<file path="src/rtl/fetch_stage_pkg.sv">
// Shared fetch-stage types: queue entry layout, NOP encoding and memory latency.
package fetch_stage_pkg;

  localparam int unsigned PIPE_XLEN    = 32;
  localparam int unsigned ILEN         = 32;
  localparam int unsigned IMEM_LATENCY = 1;

  localparam logic [ILEN-1:0] NOP_INSTR = 32'h0000_0013;

  typedef struct packed {
    logic [PIPE_XLEN-1:0] pc;
    logic [ILEN-1:0]      instr;
  } fetch_entry_t;

endpackage

</file>
<file path="src/rtl/fetch_queue.sv">
// Synchronous FIFO of fetched {pc, instr} entries with flush and occupancy count.
module fetch_queue
  import fetch_stage_pkg::*;
#(
  parameter int unsigned DEPTH = 2,
  localparam int unsigned AW   = $clog2(DEPTH),
  localparam int unsigned CW   = AW + 1
) (
  input  logic          clk,
  input  logic          rst,
  input  logic          flush,
  input  logic          push,
  input  fetch_entry_t  push_data,
  input  logic          pop,
  output fetch_entry_t  head,
  output logic [CW-1:0] count
);

  fetch_entry_t   mem_q [DEPTH];
  logic [AW-1:0]  wr_ptr_q, wr_ptr_d;
  logic [AW-1:0]  rd_ptr_q, rd_ptr_d;
  logic [CW-1:0]  count_q, count_d;
  logic           mem_we_c;

  // Pointer and occupancy update; flush discards everything, including a same-cycle push.
  always_comb begin
    wr_ptr_d = wr_ptr_q;
    rd_ptr_d = rd_ptr_q;
    count_d  = count_q;
    mem_we_c = 1'b0;
    if (flush) begin
      wr_ptr_d = '0;
      rd_ptr_d = '0;
      count_d  = '0;
    end else begin
      mem_we_c = push;
      if (push) wr_ptr_d = wr_ptr_q + AW'(1);
      if (pop)  rd_ptr_d = rd_ptr_q + AW'(1);
      count_d = count_q + CW'(push) - CW'(pop);
    end
  end

  always_ff @(posedge clk) begin
    if (rst) begin
      wr_ptr_q <= '0;
      rd_ptr_q <= '0;
      count_q  <= '0;
    end else begin
      wr_ptr_q <= wr_ptr_d;
      rd_ptr_q <= rd_ptr_d;
      count_q  <= count_d;
    end
  end

  // Storage needs no reset: count gates every read.
  always_ff @(posedge clk) begin
    if (mem_we_c && !rst) mem_q[wr_ptr_q] <= push_data;
  end

  assign head  = mem_q[rd_ptr_q];
  assign count = count_q;

endmodule

</file>
<file path="src/rtl/fetch_stage.sv">
// Instruction-fetch front end: credit-based request issue, epoch-tagged response
// filtering and a registered prefetch queue feeding decode.
module fetch_stage
  import fetch_stage_pkg::*;
#(
  parameter int unsigned     XLEN     = 32,
  parameter logic [XLEN-1:0] RESET_PC = '0,
  parameter int unsigned     FQ_DEPTH = 2
) (
  input  logic            clk,
  input  logic            rst,
  output logic            imem_req,
  output logic [XLEN-1:0] imem_addr,
  input  logic [31:0]     imem_rdata,
  input  logic            redirect_valid,
  input  logic [XLEN-1:0] redirect_pc,
  input  logic            id_ready,
  output logic            if_valid,
  output logic [XLEN-1:0] if_pc,
  output logic [31:0]     if_instr
);

  localparam int unsigned CW  = $clog2(FQ_DEPTH) + 1;
  localparam int unsigned CRW = CW + 1;

  logic [XLEN-1:0] fetch_pc_q, fetch_pc_d;
  logic [XLEN-1:0] inflight_pc_q, inflight_pc_d;
  logic            inflight_q, inflight_d;
  logic            inflight_epoch_q, inflight_epoch_d;
  logic            epoch_q, epoch_d;

  logic [CW-1:0]   fq_count;
  fetch_entry_t    fq_head;
  fetch_entry_t    push_entry_c;
  logic            pop_c, push_c, issue_c, valid_c;
  logic [CRW-1:0]  credit_c;

  fetch_queue #(.DEPTH(FQ_DEPTH)) u_queue (
    .clk       (clk),
    .rst       (rst),
    .flush     (redirect_valid),
    .push      (push_c),
    .push_data (push_entry_c),
    .pop       (pop_c),
    .head      (fq_head),
    .count     (fq_count)
  );

  // Handshake, credit check and next-state; redirect overrides pop, push and issue.
  always_comb begin
    valid_c            = !rst && (fq_count != '0);
    pop_c              = valid_c && id_ready && !redirect_valid;
    credit_c           = CRW'(fq_count) + CRW'(inflight_q) - CRW'(pop_c);
    issue_c            = !rst && !redirect_valid && (credit_c < CRW'(FQ_DEPTH));
    push_c             = inflight_q && (inflight_epoch_q == epoch_q) && !redirect_valid && !rst;
    push_entry_c.pc    = PIPE_XLEN'(inflight_pc_q);
    push_entry_c.instr = imem_rdata;

    fetch_pc_d       = fetch_pc_q;
    epoch_d          = epoch_q;
    inflight_d       = issue_c;
    inflight_pc_d    = inflight_pc_q;
    inflight_epoch_d = inflight_epoch_q;

    if (issue_c) begin
      fetch_pc_d       = fetch_pc_q + XLEN'(4);
      inflight_pc_d    = fetch_pc_q;
      inflight_epoch_d = epoch_q;
    end
    if (redirect_valid) begin
      epoch_d    = ~epoch_q;
      fetch_pc_d = redirect_pc & ~XLEN'(3);
    end
  end

  always_ff @(posedge clk) begin
    if (rst) begin
      fetch_pc_q       <= RESET_PC;
      inflight_pc_q    <= '0;
      inflight_q       <= 1'b0;
      inflight_epoch_q <= 1'b0;
      epoch_q          <= 1'b0;
    end else begin
      fetch_pc_q       <= fetch_pc_d;
      inflight_pc_q    <= inflight_pc_d;
      inflight_q       <= inflight_d;
      inflight_epoch_q <= inflight_epoch_d;
      epoch_q          <= epoch_d;
    end
  end

  assign imem_req  = issue_c;
  assign imem_addr = fetch_pc_q;
  assign if_valid  = valid_c;
  assign if_pc     = valid_c ? XLEN'(fq_head.pc) : '0;
  assign if_instr  = valid_c ? fq_head.instr : NOP_INSTR;

endmodule

</file>
<file path="config.mk">
export PLATFORM = sky130hd
export DESIGN_NAME = fetch_stage
export DESIGN_NICKNAME = d
export VERILOG_FILES = /design/src/rtl/fetch_stage_pkg.sv /design/src/rtl/fetch_queue.sv /design/src/rtl/fetch_stage.sv
export SDC_FILE = /design/constraint.sdc
export NUM_CORES = 1
export LEC_CHECK = 0
export ABC_CLOCK_PERIOD_IN_PS = 23600
export CAP_MARGIN = 30
export CORE_MARGIN = 2
export CORE_UTILIZATION = 52
export CTS_BUF_LIST = sky130_fd_sc_hd__clkbuf_8
export DETAILED_ROUTE_END_ITERATION = 7
export GPL_TIMING_DRIVEN = 0
export PLACE_DENSITY = 0.8
export SYNTH_ARGS = -nofsm -noshare
export SYNTH_HDL_FRONTEND = slang
export SYNTH_HIERARCHICAL = 1
export SYNTH_SLANG_ARGS = --single-unit
</file>
<file path="constraint.sdc">
create_clock -name clk -period 23.6 [get_ports clk]
set_input_delay 4.72 -clock clk [delete_from_list [all_inputs] [get_ports clk]]
set_output_delay 4.72 -clock clk [all_outputs]
set_load 0.02 [all_outputs]
</file>
== Word level (Yosys, flattened, before mapping) ==
Memory sizes are Yosys's and may differ from the RTL's. A register that Yosys moved wholly into a read port is not among the register bits.
Cells that the tools add are included.

* Memories kept: 1
* Word-level logic and storage cells: 43
* Register bits after elaboration: 71
* Bits in writable memories: 128
* Input bits: 68
* Output and inout bits: 98

{| class="wikitable"
|+ Memory list
! name !! words !! bits a word !! read ports !! clocked after Yosys merged registers in !! write ports !! line !! RTL
|-
| u_queue.mem_q || 2 || 64 || 1 || 1 || 1 || fetch_queue.sv:19 || <nowiki>fetch_entry_t mem_q [DEPTH];</nowiki>
|}

* Equal/unequal tests: 1
* Mux-type cells: 9
* Order comparisons: 1
* Bitwise operators: 1
* Reduce and logical (&&, ||, !) cells: 14
* Add/sub/neg operators: 7

{| class="wikitable"
|+ Operator list
! operator !! count
|-
| $mux 32 || 4
|-
| $add 32x3->32 const B || 1
|-
| $logic_and 1x1->1 || 9
|-
| $mux 1 || 5
|-
| $reduce_bool 2->1 || 2
|-
| $add 2x1->3 || 1
|-
| $lt 3x2->1 const B || 1
|-
| $sub 3x1->3 || 1
|-
| $add 1x1->1 const B || 2
|-
| $add 2x1->2 || 1
|-
| $logic_not 1->1 || 2
|-
| $reduce_or 2->1 || 1
|-
| $sub 2x1->2 || 1
|-
| $eq 1x1->1 || 1
|-
| $not 1->1 || 1
|}

== Logic depth before layout (Yosys ltp) ==
* Depth in word-level cells: 9
* Depth in mapped cells: 14
* Mapped depth without buffers: 10

== Hierarchy ==
The synthesis kept the hierarchy.

{| class="wikitable"
|+ Modules (own cells, without submodules)
! module !! seq. area each (sq um) !! instances !! cells each !! area an instance (sq um)
|-
| fetch_queue || 3943.8 || 1 || 219 || 5138.7
|-
| fetch_stage || 1261.2 || 1 || 468 || 3520.9
|}

== Worst setup path after synthesis ==
No wires, ideal clock.

* Kind: in2reg
* Start: input rst
* End: memory u_queue/mem_q[0][0] (netlist name), enable pin
* Library setup time: 0.670 ns
* Required time: 22.930 ns
* Path buffers: 1
* Setup slack: 11.091 ns
* Stages: 4
* Arrival time: 11.840 ns
* Cells stage by stage: clkbuf_1 -> nor2_1 -> and3_1 -> nor4b_1

* Cells in the longest elaborated chain, start to end: 6

{| class="wikitable"
|+ Ends and longest elaborated chain
! element !! line !! RTL
|-
| start, declared || fetch_stage.sv:11 || <nowiki>input logic rst,</nowiki>
|-
| $logic_not 1->1 || fetch_stage.sv:55 || <nowiki>push_c = inflight_q && (inflight_epoch_q == epoch_q) && !redirect_valid && !rst;</nowiki>
|-
| $logic_and 1x1->1 || fetch_stage.sv:55 ||
|-
| via push_c || fetch_stage.sv:35 || <nowiki>logic pop_c, push_c, issue_c, valid_c;</nowiki>
|-
| $mux 1 || fetch_queue.sv:31 || <nowiki>if (flush) begin</nowiki>
|-
| $logic_and 1x1->1 || fetch_queue.sv:57 || <nowiki>if (mem_we_c && !rst) mem_q[wr_ptr_q] <= push_data;</nowiki>
|-
| $mux 1 || fetch_queue.sv:57 ||
|-
| $mux 1 (implied by the code) || fetch_queue.sv:57 ||
|-
| end, declared || fetch_queue.sv:19 ||
|}

The timed path passes the listed nets, and every way through them passes these cells.

== Final worst setup path ==
* Start: input redirect_valid
* End: output imem_req

* Cells in the longest elaborated chain, start to end: 5
* Elaborated cells between the ends (all ways): 6
* Those cells by class: 1 x add/sub; 1 x order compare; 4 x reduce/logical

{| class="wikitable"
|+ Ends and longest elaborated chain
! element !! line !! RTL
|-
| start, declared || fetch_stage.sv:15 || <nowiki>input logic redirect_valid,</nowiki>
|-
| $logic_not 1->1 || fetch_stage.sv:52 || <nowiki>pop_c = valid_c && id_ready && !redirect_valid;</nowiki>
|-
| $logic_and 1x1->1 || fetch_stage.sv:52 ||
|-
| via pop_c || fetch_stage.sv:35 ||
|-
| $sub 3x1->3 || fetch_stage.sv:53 || <nowiki>credit_c = CRW'(fq_count) + CRW'(inflight_q) - CRW'(pop_c);</nowiki>
|-
| $lt 3x2->1 || fetch_stage.sv:54 || <nowiki>issue_c = !rst && !redirect_valid && (credit_c < CRW'(FQ_DEPTH));</nowiki>
|-
| $logic_and 1x1->1 || fetch_stage.sv:54 ||
|-
| end, declared || fetch_stage.sv:12 || <nowiki>output logic imem_req,</nowiki>
|}

The timed path passes the listed nets, and every way through them passes these cells.

==> results.cfg <==
[floorplanning]
dieHeight_um = 133
initial_core_util_pct = 52.8
dieWidth_um = 133
die_area_um2 = 17700
coreArea_um2 = 16400
io_pins = 166
rows = 47

[placed_design]
gp_congestion = 0.881
post-place-ws_ns = 9.29
placed_area_um2 = 10600
hpwl_um = 13500
io_buffer_count = 161
dp_cells = 1081

[synthesis]
synth_cells = 687
synth_cell_types = 49
yosys.cell_count.top_type = edfxtp_1
synth_top_area_share_pct = 44.4
synth-edff-count = 128
synth_area_um2 = 8660
synthTopCellsByCount = 128 x edfxtp_1, 78 x nand2_1, 69 x and2_1
synth_seq_cells = 196
syn_avg_cell_area_um2 = 12.6
ys_seq_area_share_pct = 60.1
synthFlopType = edfxtp_1
synthArstFlopShare_pct = 0
yosysWarnings = 6
yosys.area.top_type = edfxtp_1
yosys-top-cells-area = edfxtp_1 44%, dfxtp_1 16%, mux2_4 10%

[clocking]
cts_max_level = 4
clk_pin_slew_ns = 0.09
root_buffer = clkbuf_8
cts_tree = done
post_cts_buffers = 0
clock_sinks = 196
cts_max_path_buffers = 2
hold_buffers = 0
clk_latency_ns = 0.47
cts_buffers = 17
cts_resized = 0

[setup_path]
path_max_fanout = 10
critPathKind = input pin to output pin
worstRegToRegCells = 12
timing.rr.start = u_queue/count[1]
critPathCaptureType = output pin
crit_required_ns = 18.88
critPathCapture = imem_req
crit_path_start = redirect_valid
r2r_slack_ns = 19.62
reg2reg_to = inflight_pc_q[26]
worstSetupStartpointType = input pin
arrival_ns = 9.60

[sta]
worst_pin_slew_ns = 0.956
maxSlewViolCount = 0
setup_tns_ns = 0
rsz0062_at_grt = no
finalCriticalPeriod_ns = 14.32
clock_skew_ns = 0.0126
setup_violations = 0
setup_ws_ns = 9.28
fmax_ghz = 0.0698
fin_crit_sh_pct = 60.7
relSlewSlack_pct = 36.2
hold_violations = 0

[routing]
wirelength_um = 18800
dr.pass1.iters = 5
drc = 0
vias_per_cell = 5.39
num_vias = 6004
antenna_left = 0
drt_iter0_markers = 506
wl_per_cell_um = 16.9

[run_status]
status = finished, final reports clean

[hold_path]
hold_path_class = flip-flop to flip-flop
holdPathStages = 0

[final_layout]
stdcell_count = 1114
fin_nets = 954
drive_above_1_share_pct = 13.6
num_antenna_cells = 0
seq_area_um2 = 5200
area_growth_pct = 27.3
multi_input_area_um2 = 3150
finalInstanceArea_um2 = 11000
fillers = 1203

[run]
maxCapViolCount = 0

[global_routing]
grt_pass1_vias = 5642
grt_start_max_net_pins = 65
antenna_found_initial = 0
grt_overflow = 0
track_usage_pct = 21.3
grt_first_pass_wirelength_um = 29300

[power_and_ir_drop]
p_leak_nw = 3.72
power_mw = 0.638
cellPowerDensity_nw_per_um2 = 57.9
ir_drop_uv = 40.4
state kept, by name, indices dropped and copies added, names as in the netlist, named ones only:
register	flops
inflight_epoch_q	1
inflight_q	1
u_queue/rd_ptr_q	1
u_queue/mem_q	128
u_queue/wr_ptr_q	1
epoch_q	1
u_queue/count	2
inflight_pc_q	30
imem_addr	30
layout make-up:
class | count | share of cell area, %
inverters | 13 | 0.443
plain buffers | 45 | 2.58
multi-input cells | 438 | 28.6
flip-flops and latches | 196 | 47.2
clock inverters | 15 | 1.26
clock buffers | 17 | 2.12
repair buffers | 170 | 15.3
well taps | 220 | 2.50
stage by stage:
| stage | util [%] | hold WS, ns |
|---|---|---|
| after floorplan | - | 0.425 |
| after global placement | 64.4 | 0.430 |
| after detailed placement | 64.9 | 0.439 |
| after CTS | 67.1 | 0.462 |
| after global routing | 67.2 | 0.472 |
| final | 67.2 | 0.461 |
routing by layer:
layer	vias to the layer above	part of all wire [%]	routed length [um]	track usage [%]
met4	0	2.4	454	8.48
met5	-	0	0	0
met1	2848	44	8310	29.1
met3	35	6.3	1190	4.52
met2	224	47	8890	33.6
li1	2897	-	-	-
layout by cell type (no fill, tap or decap), types with 6 or more instances in the layout:
master           instances
and2_1                  69
a311oi_1                10
or3_1                   11
clkbuf_1                31
or4_1                   18
clkdlybuf4s50_1        161
clkbuf_8                17
nand3_1                 15
xnor2_1                  9
nor4_1                   9
o31ai_1                  6
a21oi_1                 32
nor2_1                  37
conb_1                   6
inv_6                   10
dfxtp_1                 68
mux2_4                  60
buf_4                   10
o221ai_1                 6
nand2_1                 78
inv_1                   14
a31oi_1                  7
buf_12                   6
edfxtp_1               128
nand4_1                 10
a211oi_1                 8
how the worst min path moves through the flow:
stage          slack, ns               from              endpoint
2_1_floorplan       0.43   inflight_pc_q[2]  u_queue/mem_q[0][34]
5_1_grt             0.47  inflight_pc_q[17]  u_queue/mem_q[1][49]
4_1_cts             0.46  inflight_pc_q[30]  u_queue/mem_q[0][62]
3_5_place_dp        0.44  inflight_pc_q[28]  u_queue/mem_q[0][60]
3_3_place_gp        0.43  inflight_pc_q[27]  u_queue/mem_q[0][59]
6_report            0.46  inflight_pc_q[30]  u_queue/mem_q[1][62]
critical path, cell delays in order:
cell and delay [ns]:
clkdlybuf4s50_1 0.58, clkbuf_1 0.32, clkbuf_1 0.31, or2_2 0.35, nor3b_1 0.45, ha_1 0.33, nand2b_1 0.16, fa_1 0.42
xnor2_1 0.50, nand3_1 0.16, inv_1 0.18, clkbuf_1 0.41, clkdlybuf4s50_1 0.71
cell families (layout without fill, tap and decap cells):
family | Yosys count | after routing | synth area share [%]
xor+xnor | 15 | 15 | 1.68
mux | 64 | 64 | 10.9
simple gates | 268 | 268 | 16.4
compound gates | 80 | 80 | 6.23
other cells | 1 | 6 | 0.0433
fa+ha+maj | 5 | 5 | 0.809
flops | 196 | 196 | 60.1
buf+inv | 58 | 260 | 3.84
power breakdown:
group | switching, mW | internal (mW)
sequential | 0.00936 | 0.370
combinational | 0.0249 | 0.0253
clock | 0.121 | 0.0865
Power figures use the tool's default switching activity.
